===== src/rtl/uart_rx_frame_ctrl.sv =====
// uart_rx_frame_ctrl: UART receive controller with start validation, 3-sample
// majority voting, LSB-first deserialisation, parity/stop checking and break
// detection. Frame configuration is captured when a start bit is first seen.
module uart_rx_frame_ctrl #(
   parameter int DATA_W  = 8,
   parameter int PRESC_W = 6
) (
   input  logic               CLK,
   input  logic               RST,
   input  logic               RX_IN,
   input  logic [PRESC_W-1:0] Prescale,
   input  logic               PAR_EN,
   input  logic               PAR_TYP,
   input  logic               STOP2,
   output logic [DATA_W-1:0]  P_DATA,
   output logic               data_valid,
   output logic               par_err,
   output logic               stp_err,
   output logic               strt_glitch,
   output logic               brk_det,
   output logic               busy
);

   localparam int CNT_W = $clog2(DATA_W + 1);

   typedef enum logic [2:0] {
      IDLE, START, DATA, PARITY, STOP, BRK_WAIT
   } state_t;

   state_t state, next_state;

   // per-frame configuration snapshot
   logic [PRESC_W-1:0] Prescale_l;
   logic               PAR_EN_l, PAR_TYP_l, STOP2_l;

   logic [PRESC_W-1:0] edge_cnt, mid;
   logic [CNT_W-1:0]   bit_cnt;
   logic [1:0]         smp;
   logic [DATA_W-1:0]  shreg;
   logic               par_fail, stp_fail, all_zero, brk_flag;

   logic maj, at_lo, at_mid, at_hi, bit_end, last_data, last_stop;
   logic stop_low, brk_hit, stp_fail_nx, brk_nx, frame_end;

   assign mid       = Prescale_l >> 1;
   assign at_lo     = (edge_cnt == mid - PRESC_W'(1));
   assign at_mid    = (edge_cnt == mid);
   assign at_hi     = (edge_cnt == mid + PRESC_W'(1));
   assign bit_end   = (edge_cnt == Prescale_l - PRESC_W'(1));
   assign last_data = (bit_cnt == CNT_W'(DATA_W - 1));
   assign last_stop = (bit_cnt == CNT_W'(STOP2_l));

   // third sample taken live so the vote resolves on the mid+1 edge itself
   assign maj = (smp[0] & smp[1]) | (smp[0] & RX_IN) | (smp[1] & RX_IN);

   // with Prescale=4 the last vote lands on the final edge of the stop bit,
   // so the end-of-frame decision uses the forwarded fail/break values
   assign stop_low    = (state == STOP) && at_hi && !maj;
   assign brk_hit     = stop_low && (bit_cnt == '0) && all_zero;
   assign stp_fail_nx = stp_fail | stop_low;
   assign brk_nx      = brk_flag | brk_hit;

   assign busy = (state != IDLE);

   // state register
   always_ff @(posedge CLK or posedge RST) begin
      if (RST) state <= IDLE;
      else     state <= next_state;
   end

   // next-state logic and end-of-frame strobe
   always_comb begin
      next_state = state;
      frame_end  = 1'b0;
      case (state)
         IDLE:     if (!RX_IN) next_state = START;
         START: begin
            if (strt_glitch)          next_state = IDLE;
            else if (at_hi && maj)    next_state = START;
            else if (bit_end)         next_state = DATA;
         end
         DATA:     if (bit_end && last_data) next_state = PAR_EN_l ? PARITY : STOP;
         PARITY:   if (bit_end) next_state = STOP;
         STOP: begin
            if (bit_end && last_stop) begin
               frame_end  = 1'b1;
               next_state = brk_nx ? BRK_WAIT : IDLE;
            end
         end
         BRK_WAIT: if (RX_IN) next_state = IDLE;
         default:  next_state = IDLE;
      endcase
   end

   // counters, sampling, deserialiser, frame checks and result pulses
   always_ff @(posedge CLK or posedge RST) begin
      if (RST) begin
         Prescale_l  <= '0;
         PAR_EN_l    <= 1'b0;
         PAR_TYP_l   <= 1'b0;
         STOP2_l     <= 1'b0;
         edge_cnt    <= '0;
         bit_cnt     <= '0;
         smp         <= '0;
         shreg       <= '0;
         par_fail    <= 1'b0;
         stp_fail    <= 1'b0;
         all_zero    <= 1'b0;
         brk_flag    <= 1'b0;
         P_DATA      <= '0;
         data_valid  <= 1'b0;
         par_err     <= 1'b0;
         stp_err     <= 1'b0;
         strt_glitch <= 1'b0;
         brk_det     <= 1'b0;
      end else begin
         data_valid  <= 1'b0;
         par_err     <= 1'b0;
         stp_err     <= 1'b0;
         strt_glitch <= 1'b0;
         brk_det     <= 1'b0;

         if (state == IDLE) begin
            bit_cnt <= '0;
            if (!RX_IN) begin
               // the detecting cycle is edge 0 of the start bit
               edge_cnt   <= PRESC_W'(1);
               Prescale_l <= Prescale;
               PAR_EN_l   <= PAR_EN;
               PAR_TYP_l  <= PAR_TYP;
               STOP2_l    <= STOP2;
               par_fail   <= 1'b0;
               stp_fail   <= 1'b0;
               all_zero   <= 1'b1;
               brk_flag   <= 1'b0;
            end else begin
               edge_cnt <= '0;
            end
         end else if (state == BRK_WAIT) begin
            edge_cnt <= '0;
            bit_cnt  <= '0;
         end else begin
            edge_cnt <= bit_end ? '0 : edge_cnt + PRESC_W'(1);
            if (at_lo)  smp[0] <= RX_IN;
            if (at_mid) smp[1] <= RX_IN;

            case (state)
               START: if (at_hi && maj && !strt_glitch) strt_glitch <= 1'b1;
               DATA: begin
                  if (at_hi) begin
                     shreg <= {maj, shreg[DATA_W-1:1]};
                     if (maj) all_zero <= 1'b0;
                  end
                  if (bit_end) bit_cnt <= last_data ? '0 : bit_cnt + CNT_W'(1);
               end
               PARITY: begin
                  if (at_hi) begin
                     if (maj != ((^shreg) ^ PAR_TYP_l)) par_fail <= 1'b1;
                     if (maj) all_zero <= 1'b0;
                  end
               end
               STOP: begin
                  if (stop_low) stp_fail <= 1'b1;
                  if (brk_hit)  brk_flag <= 1'b1;
                  if (bit_end)  bit_cnt  <= last_stop ? '0 : bit_cnt + CNT_W'(1);
               end
               default: ;
            endcase

            // break outranks framing/parity errors; errors suppress the data
            if (frame_end) begin
               if (brk_nx) begin
                  brk_det <= 1'b1;
               end else if (par_fail || stp_fail_nx) begin
                  par_err <= par_fail;
                  stp_err <= stp_fail_nx;
               end else begin
                  data_valid <= 1'b1;
                  P_DATA     <= shreg;
               end
            end
         end
      end
   end

endmodule


===== config.mk =====
export PLATFORM = sky130hd
export DESIGN_NAME = uart_rx_frame_ctrl
export DESIGN_NICKNAME = d
export VERILOG_FILES = /design/src/rtl/uart_rx_frame_ctrl.sv
export SDC_FILE = /design/constraint.sdc
export NUM_CORES = 1
export LEC_CHECK = 0
export BUFFER_PORTS_ARGS = -buffer_cell sky130_fd_sc_hd__buf_2
export CAP_MARGIN = 20
export CORE_MARGIN = 5
export CORE_UTILIZATION = 30
export CTS_CLUSTER_SIZE = 40
export DETAILED_ROUTE_END_ITERATION = 7
export PLACE_DENSITY_LB_ADDON = 0.08
export RECOVER_POWER = 50
export SETUP_SLACK_MARGIN = 0.3
export SYNTH_ARGS = -nofsm -noshare
export SYNTH_HDL_FRONTEND = slang
export SYNTH_SLANG_ARGS = --single-unit
export TNS_END_PERCENT = 20

===== constraint.sdc =====
create_clock -name CLK -period 3.7 [get_ports CLK]
set_input_delay 0.74 -clock CLK [delete_from_list [all_inputs] [get_ports CLK]]
set_output_delay 0.74 -clock CLK [all_outputs]
set_load 0.02 [all_outputs]

==> impl_metrics.json, run 1 <==
{
  "cts_resized": 0,
  "clk_pin_slew_ns": 0.10,
  "slowest_stage": "or4_4",
  "endpoint_kind": "flop",
  "dr_wl_met3_um": 192,
  "holdWs_ns": 0.476,
  "r2r_cells": 9,
  "drt_iter0_markers": 94,
  "critPathTopFamily": "simple AND/OR/NAND/NOR gates",
  "synth_ff_type": "dfrtp_1",
  "rsz0062_at_grt": "no",
  "critPathRequiredTime_ns": 3.90,
  "ys_ff_latch": 49,
  "drt-met1-wl_mm": 3.30,
  "synthTopCellsByArea": "dfrtp_1 43%, xnor2_1 4.6%, nand2_1 4.4%, mux2_2 4.4%, mux2_4 4.2%",
  "ys_types": 54,
  "layout.cells.most_common": "dfrtp_1",
  "yosys.area.top_type": "dfrtp_1",
  "critPathLaunchType": "flop",
  "worst_ep_arrival_time_ns": 3.06,
  "synth-edff-count": 0,
  "path_max_fanout": 9,
  "grt_remaining_overflow": 0,
  "fmax_mhz": 350,
  "peakVddDrop_v": 0.000301,
  "synth.avg_cell_area_um2": 10.0,
  "power_mw": 2.33,
  "h-tree-depth": 2,
  "root_buffer": "clkbuf_8",
  "r2r-end": "P_DATA[0]",
  "final_cell_mix": "49 x dfrtp_1, 33 x nand2_1, 24 x nor2_1, 21 x buf_2, 15 x xnor2_1",
  "rows": 35,
  "chipHeight_um": 107,
  "min_path_type": "flop to flop",
  "cts_sinks": 49,
  "routed_wl_mm": 6.49,
  "drive_above_1_share_pct": 21.4,
  "cts.path.max_buffers": 2,
  "diodes": 0,
  "detail-route-antenna-nets": 0,
  "cap_viol_max_count": 0,
  "rr_startpoint": "Prescale_l[2]",
  "critical_path_class": "flop to flop",
  "post-route-util_pct": 34.1,
  "io_pins": 26,
  "wl_per_cell_um": 15.0,
  "gp_congestion": 0.804,
  "fin_crit_ns": 2.86,
  "synth-async-reset-ratio_pct": 100,
  "status": "finished clean",
  "clk_latency_ns": 0.31,
  "placedInstanceArea_um2": 3050,
  "vias": 2022,
  "core_area_um2": 9240,
  "syn_nets": 303,
  "cts_hold_buf": 0,
  "p_leak_nw": 1.44,
  "seq_area_frac_synth_pct": 43.1,
  "setup_violations": 0,
  "cpPeakStageDelay_ns": 0.55,
  "die_w_um": 107,
  "worstSetupEndpoint": "P_DATA[0]",
  "grt_max_degree": 29,
  "synth_warnings": 0,
  "grt_pass1_wl_mm": 10.9,
  "antenna_found_initial": 0,
  "die_area_um2": 11500,
  "track_usage_pct": 12.1,
  "worst_pin_slew_ns": 1.22,
  "cts_tree": "done",
  "syn-instance-count": 284,
  "layout_worst_path_cycle_share_pct": 77.3,
  "fin_skew_ns": 0.00509,
  "first_pass_iters": 4,
  "cts_buffers": 5,
  "syn_to_final_growth_pct": 10.7,
  "via_per_inst": 4.67,
  "routed-wl-met2_mm": 2.82,
  "initial_utilization_pct": 30.8,
  "grt_pass1_vias": 2114,
  "slew_violations": 0,
  "path_cells": "inv_1 > ha_1 > a21boi_2 > and3_1 > o2111ai_1 > nor2_2 > nand3_2 > or4_4 > mux2_4",
  "cp_num_cells": 9,
  "path_buf_inv": 1,
  "relSlewSlack_pct": 18.5,
  "tns_ns": 0,
  "top_layer_used": "met4",
  "synth_top_area_share_pct": 43.1,
  "syn_area_um2": 2850,
  "nets": 322,
  "postCtsSetupRepairBufs": 0,
  "crit_start": "Prescale_l[2]",
  "drc": 0,
  "numPortBuffers": 25,
  "fin_area_um2": 3150,
  "powerDensity_nw_per_um2": 740,
  "finalHoldViolCount": 0,
  "reg2reg_slack_ns": 0.84,
  "hpwlAfterDp_mm": 4.77
}
==> state kept, by name, indices dropped and copies added (netlist names), 2 cells and up <==
| name | cells |
|---|---|
| Prescale_l | 6 |
| shreg | 8 |
| edge_cnt | 6 |
| smp | 2 |
| P_DATA | 8 |
| state | 3 |
| bit_cnt | 4 |
==> metrics by stage <==
step	std cells	setup WS, ns
after detailed placement	425	0.836
after floorplan	284	1.08
after global placement	425	0.850
after global routing	433	0.634
final	433	0.841
after CTS	433	0.816
==> per-layer routing <==
metal / global-route usage, % / up-vias
met5: 0 / -
met4: 5.14 / 0
met3: 2.58 / 15
met2: 18.5 / 28
met1: 16.5 / 961
li1: - / 1018
==> layout make-up <==
class | instances | area (um^2)
clock buffers | 6 | 72.6
clock inverters | 2 | 38.8
fillers | 961 | 6090
inverters | 14 | 52.6
multi-input cells | 206 | 1470
flip-flops and latches | 49 | 1230
well taps | 129 | 161
repair buffers | 27 | 128
==> cell usage after synthesis (3+ instances only) <==
master	instances
xnor2_1	15
inv_1	13
o31ai_1	3
a31oi_1	4
nor4_1	4
a21oi_1	4
o22ai_1	3
mux2_2	11
nor2_1	24
ha_1	7
nor3_1	4
xor2_1	12
and3_1	4
nand2_1	33
and2_1	4
a41oi_1	3
mux2_4	8
dfrtp_1	49
o21ai_0	11
clkbuf_1	5
nand3_1	12
o21a_1	3
or2_2	3
buf_6	4
buf_2	5
a211oi_1	3
==> worst register-to-register path: cells and delay by family (launching register included) <==
family / cells / cell delay (ns)
AOI/OAI and AO/OA: 2 / 0.43
buffers and inverters: 1 / 0.15
and+or+nand+nor: 4 / 1.10
DFF: 1 / 0.49
adders and majority gates: 1 / 0.25
muxes: 1 / 0.33
==> where the power goes <==
part	total (mW)	leakage [nW]	switching (mW)	internal (mW)
Combinational	1.07	0.730	0.619	0.449
Sequential	0.866	0.652	0.210	0.656
Clock	0.395	0.0554	0.192	0.203
==> worst min-delay path by stage <==
stage | from | end | depth (start not counted)
after floorplan | par_fail | data_valid | 1
after global placement | par_fail | data_valid | 1
final | par_fail | data_valid | 1
after CTS | par_fail | data_valid | 1
after detailed placement | par_fail | data_valid | 1
after global routing | par_fail | data_valid | 1
==> kinds of logic after synthesis <==
group / synth area share [%]
and+or+nand+nor: 19.3
DFF: 43.1
AOI/OAI and AO/OA: 10.2
xor gates and xnor gates: 9.85
buffers and inverters: 5.23
muxes: 8.93
adders and majority gates: 3.43
No activity file was read; power rests on OpenSTA's default activity.
==> run 2: changes to the inputs <==
--- a/config.mk
+++ b/config.mk
@@ -5,6 +5,7 @@
 export SDC_FILE = /design/constraint.sdc
 export NUM_CORES = 1
 export LEC_CHECK = 0
+export ABC_AREA = 1
 export BUFFER_PORTS_ARGS = -buffer_cell sky130_fd_sc_hd__buf_2
 export CAP_MARGIN = 20
 export CORE_MARGIN = 5
==> constraint.sdc (replaced) <==
create_clock -name CLK -period 2.5 [get_ports CLK]
set_input_delay 0.5 -clock CLK [delete_from_list [all_inputs] [get_ports CLK]]
set_output_delay 0.5 -clock CLK [all_outputs]
set_load 0.02 [all_outputs]
==> run 2 against run 1 <==
  * Clock skew up 0.013 ns
  * Non-clock buffer count up 7
  * Synthesized cell count up 48%
  * Clock-buffer cell count down 1
  * Setup slack lost 0.39 ns
  * Utilization is 0.77 points higher
  * First-iteration DRC count increased by 43%
  * Via count up 30%
==> impl_metrics.json, run 2 <==
{
  "status": "finished clean",
  "syn-instance-count": 421,
  "grt_pass1_vias": 2444,
  "clk_latency_ns": 0.32,
  "fin_crit_ns": 2.05,
  "synth-simple-area-share_pct": 35.1,
  "yosys.area.top_type": "dfrtp_1",
  "reg2reg_slack_ns": 0.45,
  "top_regs": "P_DATA x8, shreg x8",
  "syn_nets": 440,
  "antenna_found_initial": 0,
  "clkPwrFrac_pct": 14.6,
  "fin_skew_ns": 0.0178,
  "die_w_um": 112,
  "powerDensity_nw_per_um2": 1150,
  "busiest_layer": "met2",
  "chipHeight_um": 112,
  "p_leak_nw": 1.74,
  "synth_top_family_by_area": "simple AND/OR/NAND/NOR gates",
  "grt_use_met3_pct": 2.70,
  "min_path_type": "input port to asynchronous set/reset pin",
  "relSlewSlack_pct": 37.8,
  "crit_start": "Prescale_l[1]",
  "grt_remaining_overflow": 0,
  "drc": 0,
  "critPathRequiredTime_ns": 2.70,
  "initial_utilization_pct": 30.5,
  "grt_pass1_wl_mm": 12.4,
  "synth-async-reset-ratio_pct": 100,
  "diodes": 0,
  "synth.most_common_cell": "nand2_1",
  "pwr-share-comb_pct": 54.8,
  "placedInstanceArea_um2": 3390,
  "synth_top_area_share_pct": 39.1,
  "detail-route-antenna-nets": 0,
  "ys_ff_latch": 49,
  "drive_above_1_share_pct": 21.5,
  "setup_violations": 0,
  "hpwlAfterDp_mm": 5.72,
  "cts_sinks": 49,
  "endpoint_kind": "flop",
  "final_cell_mix": "124 x nand2_1, 48 x dfrtp_1, 48 x inv_1, 33 x nor2_1, 28 x o21ai_0",
  "first_pass_iters": 4,
  "synth-xor-area-share_pct": 3.91,
  "p_int_mw": 2.11,
  "synth_warnings": 0,
  "fmax_mhz": 488,
  "root_buffer": "clkbuf_8",
  "rows": 37,
  "numPortBuffers": 25,
  "r2r-end": "P_DATA[0]",
  "clk_pin_slew_ns": 0.11,
  "cts_tree": "done",
  "h-tree-depth": 2,
  "grt_max_degree": 25,
  "layout.cells.most_common": "nand2_1",
  "placedCellCount": 577,
  "synthTopCellsByArea": "dfrtp_1 39%, nand2_1 15%, inv_1 5.7%, o21ai_0 4.5%, nor2_1 4.1%",
  "slew_violations": 0,
  "use_met1_pct": 16.2,
  "peakVddDrop_v": 0.000316,
  "via_per_inst": 4.43,
  "gp_congestion": 0.816,
  "wl_per_cell_um": 12.5,
  "syn_area_um2": 3140,
  "track_usage_pct": 12.1,
  "switching_share_pct": 48.8,
  "rsz0062_at_grt": "yes",
  "synth.avg_cell_area_um2": 7.45,
  "r2r_cells": 11,
  "cts.path.max_buffers": 2,
  "drt_iter0_markers": 134,
  "core_area_um2": 10300,
  "fin_area_um2": 3580,
  "synth-compound-area-share_pct": 9.57,
  "syn_to_final_growth_pct": 14.2,
  "finalHoldViolCount": 0,
  "pwr-share-seq_pct": 30.6,
  "routed_wl_mm": 7.37,
  "synth_common_cells": "128 x nand2_1, 49 x dfrtp_1, 48 x inv_1",
  "critical_path_class": "flop to flop",
  "critPathLaunchType": "flop",
  "die_area_um2": 12600,
  "worst_ep_arrival_time_ns": 2.25,
  "worst_pin_slew_ns": 0.933,
  "rr_startpoint": "Prescale_l[1]",
  "synth_ff_type": "dfrtp_1",
  "tns_ns": 0,
  "synth_fa_ha_area_share_pct": 2.79,
  "synth.area.mux_share_pct": 0,
  "path_max_fanout": 17,
  "io_pins": 26,
  "p_switching_mw": 2.01,
  "nets": 473,
  "cts_buffers": 5,
  "cap_viol_max_count": 0,
  "layout_worst_path_cycle_share_pct": 82.0,
  "synth-edff-count": 0,
  "ys_types": 36,
  "vias": 2619,
  "use_met2_pct": 20.1,
  "seq_area_frac_synth_pct": 39.1,
  "final_cells": 591
}
==> run 2: cell types whose count changed after synthesis, moves of 8 or more <==
| cell | previous run | this run |
|---|---|---|
| nand2_1 | 33 | 128 |
| nand2_2 | 1 | 13 |
| inv_2 | 1 | 10 |
| nor2_1 | 24 | 34 |
| o21ai_1 | 0 | 9 |
| inv_1 | 13 | 48 |
| o21ai_0 | 11 | 28 |
| xnor2_1 | 15 | 6 |
| o21ai_2 | 0 | 9 |
| mux2_4 | 8 | 0 |
| mux2_2 | 11 | 0 |
==> run 2: per-layer routing <==
layer	vias to the layer above	part of all wire, %
met4	0	0.80
met2	37	47
met1	1196	48
li1	1381	-
met5	-	0
met3	5	3.8
==> run 2: worst max-delay path: stages, from the launching register on <==
cell and delay, ns:
dfrtp_1 0.44, inv_4 0.12, ha_2 0.28, xnor2_1 0.15
nor2_4 0.12, nand3_4 0.10, nor2_4 0.18, nand3_2 0.10
nor2_4 0.14, nand2_8 0.13, nand2_1 0.10, o21ai_2 0.05
==> run 2: final cells by class <==
| type | count | area [um^2] |
|---|---|---|
| Clock buffer | 5 | 68.8 |
| Timing Repair Buffer | 34 | 176 |
| Sequential cell | 49 | 1230 |
| Fill cell | 1118 | 6700 |
| Tap cell | 136 | 170 |
| Inverter | 59 | 229 |
| Clock inverter | 3 | 46.3 |
| Multi-Input combinational cell | 305 | 1660 |
==> run 2: worst max-delay path by stage <==
stage                 to  cells after the start
3_3_place_gp   P_DATA[5]                     13
3_5_place_dp   P_DATA[0]                     13
2_1_floorplan  P_DATA[7]                     14
6_report       P_DATA[0]                     11
5_1_grt         state[2]                     15
4_1_cts         state[2]                     15
==> run 2: repair_timing <==
action,CTS,global route
hold endpoints to repair,0,0
pin swaps,1,5
hold buffers,0,0
setup buffers,1,4
gates cloned,1,0
endpoints found under the setup margin,11,26
gates resized for setup,0,13
==> run 2: cells by family (layout without fill, tap and decap cells) <==
logic type | after synthesis | count (layout)
AO/OA/AOI/OAI | 52 | 52
XOR/XNOR | 14 | 14
adder cells (fa/ha/maj) | 7 | 7
buffers and inverters | 68 | 101
flip-flops | 49 | 49
AND/OR/NAND/NOR | 231 | 232
==> run 2: power groups by stage <==
stage	sequential [mW]	combinational, mW	clock [mW]
6_report	1.26	2.25	0.600
5_1_grt	1.30	2.57	0.659
4_1_cts	1.26	2.13	0.622
3_5_place_dp	1.28	2.10	0
3_3_place_gp	1.28	2.12	0
2_1_floorplan	1.18	1.73	0
==> run 2: through the flow <==
step	total power, mW	util, %	setup slack [ns]	hold slack (ns)
2_1_floorplan	2.90	-	0.617	0.453
3_3_place_gp	3.39	33.0	0.337	0.461
3_5_place_dp	3.37	33.0	0.277	0.467
4_1_cts	4.01	34.2	0.280	0.231
5_1_grt	4.52	34.9	0.290	0.372
6_report	4.11	34.9	0.449	0.371
